**config.mk**
```make
export PLATFORM = sky130hd
export DESIGN_NAME = song_reader_poly
export DESIGN_NICKNAME = d
export VERILOG_FILES = /design/src/rtl/song_reader_poly.sv
export SDC_FILE = /design/constraint.sdc
export NUM_CORES = 1
export LEC_CHECK = 0
export BUFFER_PORTS_ARGS = -buffer_cell sky130_fd_sc_hd__buf_2
export CORE_UTILIZATION = 40
export DETAILED_ROUTE_END_ITERATION = 10
export GPL_TIMING_DRIVEN = 1
export SETUP_SLACK_MARGIN = 0.5
export SYNTH_ARGS = -nofsm -noshare
export SYNTH_HDL_FRONTEND = slang
export SYNTH_SLANG_ARGS = --single-unit
```
**constraint.sdc**
```tcl
create_clock -name clk -period 4.85 [get_ports clk]
set_clock_uncertainty 0.2 [all_clocks]
set_input_delay 0.485 -clock clk [delete_from_list [all_inputs] [get_ports clk]]
set_output_delay 0.485 -clock clk [all_outputs]
set_load 0.005 [all_outputs]
```
**src/rtl/song_reader_poly.sv**
```systemverilog
// rtl/song_reader_poly.sv - multi-voice song ROM sequencer with beat-counted rests
// Optional feature macro: SONG_READER_END_MARKER_EN (zero-duration rest ends the song)
module song_reader_poly #(
    parameter int SONG_BITS = 2,
    parameter int ADDR_BITS = 5,
    parameter int NOTE_W    = 6,
    parameter int DUR_W     = 6,
    parameter int VOICE_W   = 2,
    parameter int VOICES    = 3
) (
    input  logic                          clk,
    input  logic                          reset,
    input  logic                          play,
    input  logic [SONG_BITS-1:0]          song,
    input  logic                          beat,
    output logic [SONG_BITS+ADDR_BITS-1:0] rom_addr,
    input  logic [VOICE_W+NOTE_W+DUR_W:0] rom_data,
    output logic [VOICES*NOTE_W-1:0]      note_bus,
    output logic [VOICES*DUR_W-1:0]       dur_bus,
    output logic [VOICES-1:0]             new_note,
    output logic                          song_done,
    output logic                          playing,
    output logic [ADDR_BITS-1:0]          ptr
);

    localparam int ENTRY_W = 1 + VOICE_W + NOTE_W + DUR_W;

    typedef enum logic [1:0] {
        PAUSED = 2'd0,
        FETCH  = 2'd1,
        DECODE = 2'd2,
        WAIT   = 2'd3
    } state_t;

    state_t                         state_q, state_d;
    logic [ADDR_BITS-1:0]           ptr_q, ptr_d;
    logic [SONG_BITS-1:0]           song_q, song_d;
    logic [DUR_W-1:0]               cnt_q, cnt_d;
    logic [VOICES*NOTE_W-1:0]       note_q, note_d;
    logic [VOICES*DUR_W-1:0]        dur_q, dur_d;
    logic [VOICES-1:0]              new_note_q, new_note_d;
    logic                           song_done_q, song_done_d;
    logic [SONG_BITS+ADDR_BITS-1:0] rom_addr_q;
    logic                           step, finish;

    logic                           ent_adv;
    logic [VOICE_W-1:0]             ent_voice;
    logic [NOTE_W-1:0]              ent_note;
    logic [DUR_W-1:0]               ent_dur;

    assign ent_adv   = rom_data[ENTRY_W-1];
    assign ent_voice = rom_data[NOTE_W+DUR_W +: VOICE_W];
    assign ent_note  = rom_data[DUR_W +: NOTE_W];
    assign ent_dur   = rom_data[DUR_W-1:0];

    always_comb begin
        state_d     = state_q;
        ptr_d       = ptr_q;
        song_d      = song_q;
        cnt_d       = cnt_q;
        note_d      = note_q;
        dur_d       = dur_q;
        new_note_d  = '0;
        song_done_d = 1'b0;
        step        = 1'b0;
        finish      = 1'b0;

        // A song change restarts the new song; it only stays paused if paused with play low.
        if (song != song_q) begin
            ptr_d   = '0;
            cnt_d   = '0;
            song_d  = song;
            state_d = (state_q == PAUSED && !play) ? PAUSED : FETCH;
        end else if (!play) begin
            state_d = PAUSED;
        end else begin
            case (state_q)
                PAUSED: state_d = (cnt_q != '0) ? WAIT : FETCH;
                FETCH:  state_d = DECODE;
                DECODE: begin
                    if (!ent_adv) begin
                        for (int v = 0; v < VOICES; v++) begin
                            if (ent_voice == VOICE_W'(v)) begin
                                note_d[v*NOTE_W +: NOTE_W] = ent_note;
                                dur_d[v*DUR_W +: DUR_W]    = ent_dur;
                                new_note_d[v]              = 1'b1;
                            end
                        end
                        step = 1'b1;
                    end else if (ent_dur != '0) begin
                        cnt_d   = ent_dur;
                        state_d = WAIT;
                    end else begin
`ifdef SONG_READER_END_MARKER_EN
                        finish = 1'b1;
`else
                        step = 1'b1;
`endif
                    end
                end
                WAIT: begin
                    if (beat) begin
                        if (cnt_q <= DUR_W'(1)) begin
                            cnt_d = '0;
                            step  = 1'b1;
                        end else begin
                            cnt_d = cnt_q - DUR_W'(1);
                        end
                    end
                end
                default: state_d = PAUSED;
            endcase
        end

        if (finish || (step && ptr_q == '1)) begin
            ptr_d       = '0;
            song_done_d = 1'b1;
            state_d     = PAUSED;
        end else if (step) begin
            ptr_d   = ptr_q + ADDR_BITS'(1);
            state_d = FETCH;
        end
    end

    always_ff @(posedge clk) begin
        if (!reset) begin
            state_q     <= PAUSED;
            ptr_q       <= '0;
            song_q      <= song;
            cnt_q       <= '0;
            note_q      <= '0;
            dur_q       <= '0;
            new_note_q  <= '0;
            song_done_q <= 1'b0;
            rom_addr_q  <= '0;
        end else begin
            state_q     <= state_d;
            ptr_q       <= ptr_d;
            song_q      <= song_d;
            cnt_q       <= cnt_d;
            note_q      <= note_d;
            dur_q       <= dur_d;
            new_note_q  <= new_note_d;
            song_done_q <= song_done_d;
            rom_addr_q  <= {song_d, ptr_d};
        end
    end

    assign rom_addr  = rom_addr_q;
    assign note_bus  = note_q;
    assign dur_bus   = dur_q;
    assign new_note  = new_note_q;
    assign song_done = song_done_q;
    assign playing   = (state_q != PAUSED);
    assign ptr       = ptr_q;

endmodule

```
; After elaboration in Yosys (flattened, before gate mapping)
; Cells that the tools add are included.
[word_totals]
ff_bits = 62
input_bits = 21
word_cells = 86
[op_classes]
add_sub_neg = 2
order_cmp = 1
n_eq_ne = 16
mux = 29
n_bitwise = 5
n_reduce_logical = 19
[ops]
columns = operator, count
row1 = two-way mux 6 bit, 4
row2 = AND reduction 5 bit, 4
row3 = two-way mux 5 bit, 3
row4 = two-way mux 2 bit, 7
row5 = two-way mux 1 bit, 12
row6 = one-hot mux 6 bit (2 select lines), 1
row7 = nonzero test 6 bit, 2
row8 = inequality test 5 bit (second input constant), 2
row9 = inequality test 4 bit (second input constant), 2
row10 = equality test 2 bit (second input constant), 3
row11 = less-or-equal comparator 6 x 1 -> 1 bit (second input constant), 1
row12 = inequality test 2 bit (second input constant), 3
row13 = inequality test 6 x 1 -> 1 bit (second input constant), 1
row14 = one-hot mux 2 bit (3 select lines), 1
row15 = AND reduction 3 bit, 2
row16 = subtractor 6 x 1 -> 6 bit (second input constant), 1
row17 = adder 5 x 1 -> 5 bit (second input constant), 1
row18 = equality test 5 bit (second input constant), 1
row19 = inequality test 5 x 1 -> 1 bit (second input constant), 1
row20 = NOT 1 bit, 5
row21 = OR reduction 5 bit, 1
row22 = equality test 2 x 1 -> 1 bit (second input constant), 2
row23 = zero test 2 bit, 2
row24 = nonzero test 2 bit, 2
row25 = other kinds (6), 8

; Longest topological paths before layout
[depth]
ltp_word = 8
ltp_mapped = 8

; Worst setup path before layout
; Ideal clock, no wire load.
[synth_timing]
kind = reg-to-reg
startpoint = reg state_q[0]
endpoint = reg dur_q[12], in the netlist dur_bus[12]
setup_time_ps = 116
t_arrival_ps = 1665
path_slack_ps = 2869
path_stages_with_launch = 9
n_path_buf = 1
cell_sequence = dfxtp_1 inv_1 ha_1 and2b_1 nand4_2 nor3b_4 buf_6 mux2i_1 nor2b_1
[synth_between]
elab_chain_len = 2
[synth_rtl]
columns = item, line
row1 = start: declaration, 35  ; state_t state_q, state_d;
row2 = start signal: assignment, 137  ; state_q <= state_d;
row3 = equality test 2 bit, 77  ; case (state_q)
row4 = AND reduction 5 bit (no source line), n/a
row5 = end signal: assignment, 142  ; dur_q <= dur_d;
row6 = end: declaration, 40  ; logic [VOICES*DUR_W-1:0] dur_q, dur_d;
; Every way passes these cells.
; A chain may end at the register's enable or synchronous reset.

; Worst setup path in the final report
[layout_timing]
startpoint = reg state_q[0]
endpoint = reg cnt_q[5]
[layout_between]
elab_chain_len = 3
elab_cells_between_ends = 8
classes_between = eq/ne (5) / mux (1) / reduce/logical (2)
[layout_rtl]
columns = item, line
row1 = equality test 2 bit, 77
row2 = inequality test 2 bit (no source line) or nonzero test 2 bit (tied branches), n/a
row3 = AND reduction 5 bit (no source line), n/a
row4 = end signal: assignment, 140  ; cnt_q <= cnt_d;
row5 = end: declaration, 38  ; logic [DUR_W-1:0] cnt_q, cnt_d;
; Parallel ways exist; a longest one is shown, timed or not.

==> impl_metrics.py <==
metrics = {
    "drt": {
        "drt-pass1-iter-count": 4,
        "remaining_drc_errors": 0,
        "post_drt_wl_per_cell_um": 13.80,
        "via_per_inst": 5.075,
        "wl_um": 5906,
        "via_count": 2172,
        "drtIter0Drc": 145,
        "antenna_left": 0,
    },
    "logic_synthesis": {
        "ys.flop_type": "dfxtp_1",
        "netlist_area_um2": 2529,
        "seq_area_frac_synth_pct": 45.13,
        "synth_most_common_cell": "dfxtp_1",
        "ys_ff_latch": 57,
        "synthTopCellsByCount": "57 x dfxtp_1, 29 x nand2_1, 27 x nand3_1, 26 x o21ai_0, 15 x nor2b_1",
        "syn_area_per_cell_um2": 8.935,
        "synth_top_area_share_pct": 45.13,
        "syn-num-nets": 313,
        "synth_cell_types": 51,
        "synth_top_cell_by_area": "dfxtp_1",
        "synth_edf_count": 0,
        "synthCells": 283,
        "ys_top_cells_by_area": "dfxtp_1 45%, nand3_1 5.3%, mux2i_1 5.1%, o21ai_0 5.1%, ha_1 4.5%",
        "async_flop_share_pct": 0,
        "yosys_warnings": 0,
    },
    "clocking": {
        "cts_root_buf": "clkbuf_8",
        "ctsResizeCount": 0,
        "path_clk_slew_ps": 70,
        "cts_buffers": 9,
        "clockBufferDepth": 2,
        "post-cts-setup-buffers": 0,
        "htreeDepth": 3,
        "ctsHoldBuffers": 0,
        "clkLatencyLatePin_ps": 330,
        "cts_tree": "done",
        "clock_sink_count": 57,
    },
    "global_routing": {
        "grt_pass1_wl_um": 9646,
        "gr-total-overflow": 0,
        "grt_pass1_vias": 1974,
        "antenna_found_initial": 0,
        "track_usage_pct": 19.31,
        "grt_max_degree": 71,
    },
    "placement": {
        "postPlaceCellArea_um2": 2897,
        "place_hpwl_um": 4032,
        "gp_congestion": 0.8051,
        "numPortBuffers": 73,
    },
    "worst_setup_path": {
        "worstPathCellList": "ha_1, o21ai_1, a2111oi_2, o21ai_0, a22oi_1, nor2_1",
        "cp_max_fo": 12,
        "ff2ff_path_depth": 6,
        "r2r_start": "state_q[0]",
        "ff2ff_setup_slack_ps": 2170,
        "critical_path_class": "reg2reg",
        "crit_arrival_ps": 2680,
        "crit_path_top_delay_cell": "a2111oi_2",
        "slowest_delay_ps": 990,
        "regToRegEndpoint": "cnt_q[5]",
        "critical_path_required_ps": 4850,
        "cp-start-kind": "flop",
        "endpoint_kind": "flop",
    },
    "floorplanning": {
        "chipWidth_um": 81.51,
        "num_rows": 28,
        "fp.dieH_um": 81.51,
        "initial_core_util_pct": 41.96,
        "die-area_um2": 6644,
        "io_pins": 74,
        "core_area_um2": 6026,
    },
    "pwr": {
        "power_w": 0.0009443,
        "power.density_nw_per_um2": 305.8,
        "p_leak_nw": 1.285,
        "ir_drop_v": 0.0001665,
    },
    "timing": {
        "worst_slew_pin_slew_ps": 1087,
        "finalCriticalPeriod_ps": 2677,
        "finalCritPeriodShare_pct": 55.19,
        "fmax_mhz": 373.6,
        "slew_viol_final": 0,
        "relSlewSlack_pct": 27.41,
        "whs_ps": 101.5,
        "hold_viol_final": 0,
        "fin_tns_setup_ps": 0,
        "rsz0062_at_grt": "no",
        "finalSetupViolCount": 0,
    },
    "cells_and_area": {
        "fin_util_pct": 51.25,
        "fill_cells": 600,
        "nets": 378,
        "antenna_cells": 0,
        "final_cell_area_um2": 3088,
        "drive_above_1_share_pct": 28.90,
        "syn_to_final_growth_pct": 22.12,
    },
    "min_path": {
        "hp-class": "in2reg",
        "holdCritStartpoint": "song[1]",
        "whs_path_depth": 1,
        "hold_path_end": "song_q[1]",
    },
    "outcome": {
        "outcome": "finished clean",
    },
    "run": {
        "maxCapViolCount": 0,
    },
}
==> per-layer routing <==
metal	share of wire [%]	wire length, µm	up-vias	GRT usage (%)
met4	0.81	48	0	5.893
met3	5.8	344	7	6.111
met1	48	2818	984	25.53
met5	0	0	-	0
met2	46	2696	63	29.83
li1	-	-	1118	-
==> sequential cells by signal, indices dropped and copies added (netlist names) <==
register	cells
new_note	3
state_q	2
rom_addr	3
cnt_q	6
song_done	1
dur_bus	18
note_bus	18
song_q	2
ptr	4
==> layout make-up <==
| type | instances | area (µm²) | share of cell area, % |
|---|---|---|---|
| clock inverter | 4 | 26.28 | 0.8509 |
| inverter | 7 | 26.28 | 0.8509 |
| sequential | 57 | 1141 | 36.95 |
| timing repair buffer | 76 | 387.9 | 12.56 |
| tap | 75 | 93.84 | 3.039 |
| clock buffer | 12 | 165.2 | 5.348 |
| multi-input combinational | 197 | 1247 | 40.40 |
==> cells in the final DEF, fill, tap and decap left out, drive strengths merged, types with 4 or more instances in the layout <==
cell type / count
and2: 6
clkbuf: 12
a21oi: 10
inv: 7
nand2: 29
o21ai: 33
mux2i: 13
dfxtp: 57
nor3: 4
nand3: 27
buf: 76
nor2: 13
nor2b: 15
ha: 9
==> how the worst max path moves through the flow <==
stage | startpoint | endpoint | cells past startpoint
global route | state_q[0] | cnt_q[5] | 6
finish | state_q[0] | cnt_q[5] | 6
detailed placement | state_q[0] | cnt_q[5] | 6
CTS | state_q[0] | cnt_q[5] | 6
floorplan | state_q[0] | dur_bus[12] | 8
global placement | state_q[0] | cnt_q[5] | 6
==> worst max-delay path: cells and delay by family (launching register included) <==
family | cells | cell delay [ps]
AO/OA/AOI/OAI | 4 | 1590
flip-flops | 1 | 380
adder cells (fa/ha/maj) | 1 | 330
AND/OR/NAND/NOR | 1 | 50
==> through the flow <==
step	instances	setup WS (ps)
global route	428	2004
finish	428	2173
CTS	428	2165
floorplan	283	2869
global placement	412	2285
detailed placement	412	2177
==> power by group <==
| part | internal (W) | total, W | leakage [nW] | switching (W) |
|---|---|---|---|---|
| clock | 0.000226 | 0.000418 | 0.0984 | 0.000192 |
| combinational | 0.0000212 | 0.0000537 | 0.727 | 0.0000326 |
| sequential | 0.000471 | 0.000473 | 0.461 | 0.00000177 |
==> logic make-up after synthesis <==
family / after synthesis / share of synthesized area, %
AO/OA/AOI/OAI: 60 / 14.50
XOR/XNOR: 2 / 0.6929
adder cells (fa/ha/maj): 9 / 4.453
buffers and inverters: 29 / 5.542
flip-flops: 57 / 45.13
multiplexers: 13 / 5.146
AND/OR/NAND/NOR: 113 / 24.54
No activity file was read; power rests on OpenSTA's default activity.
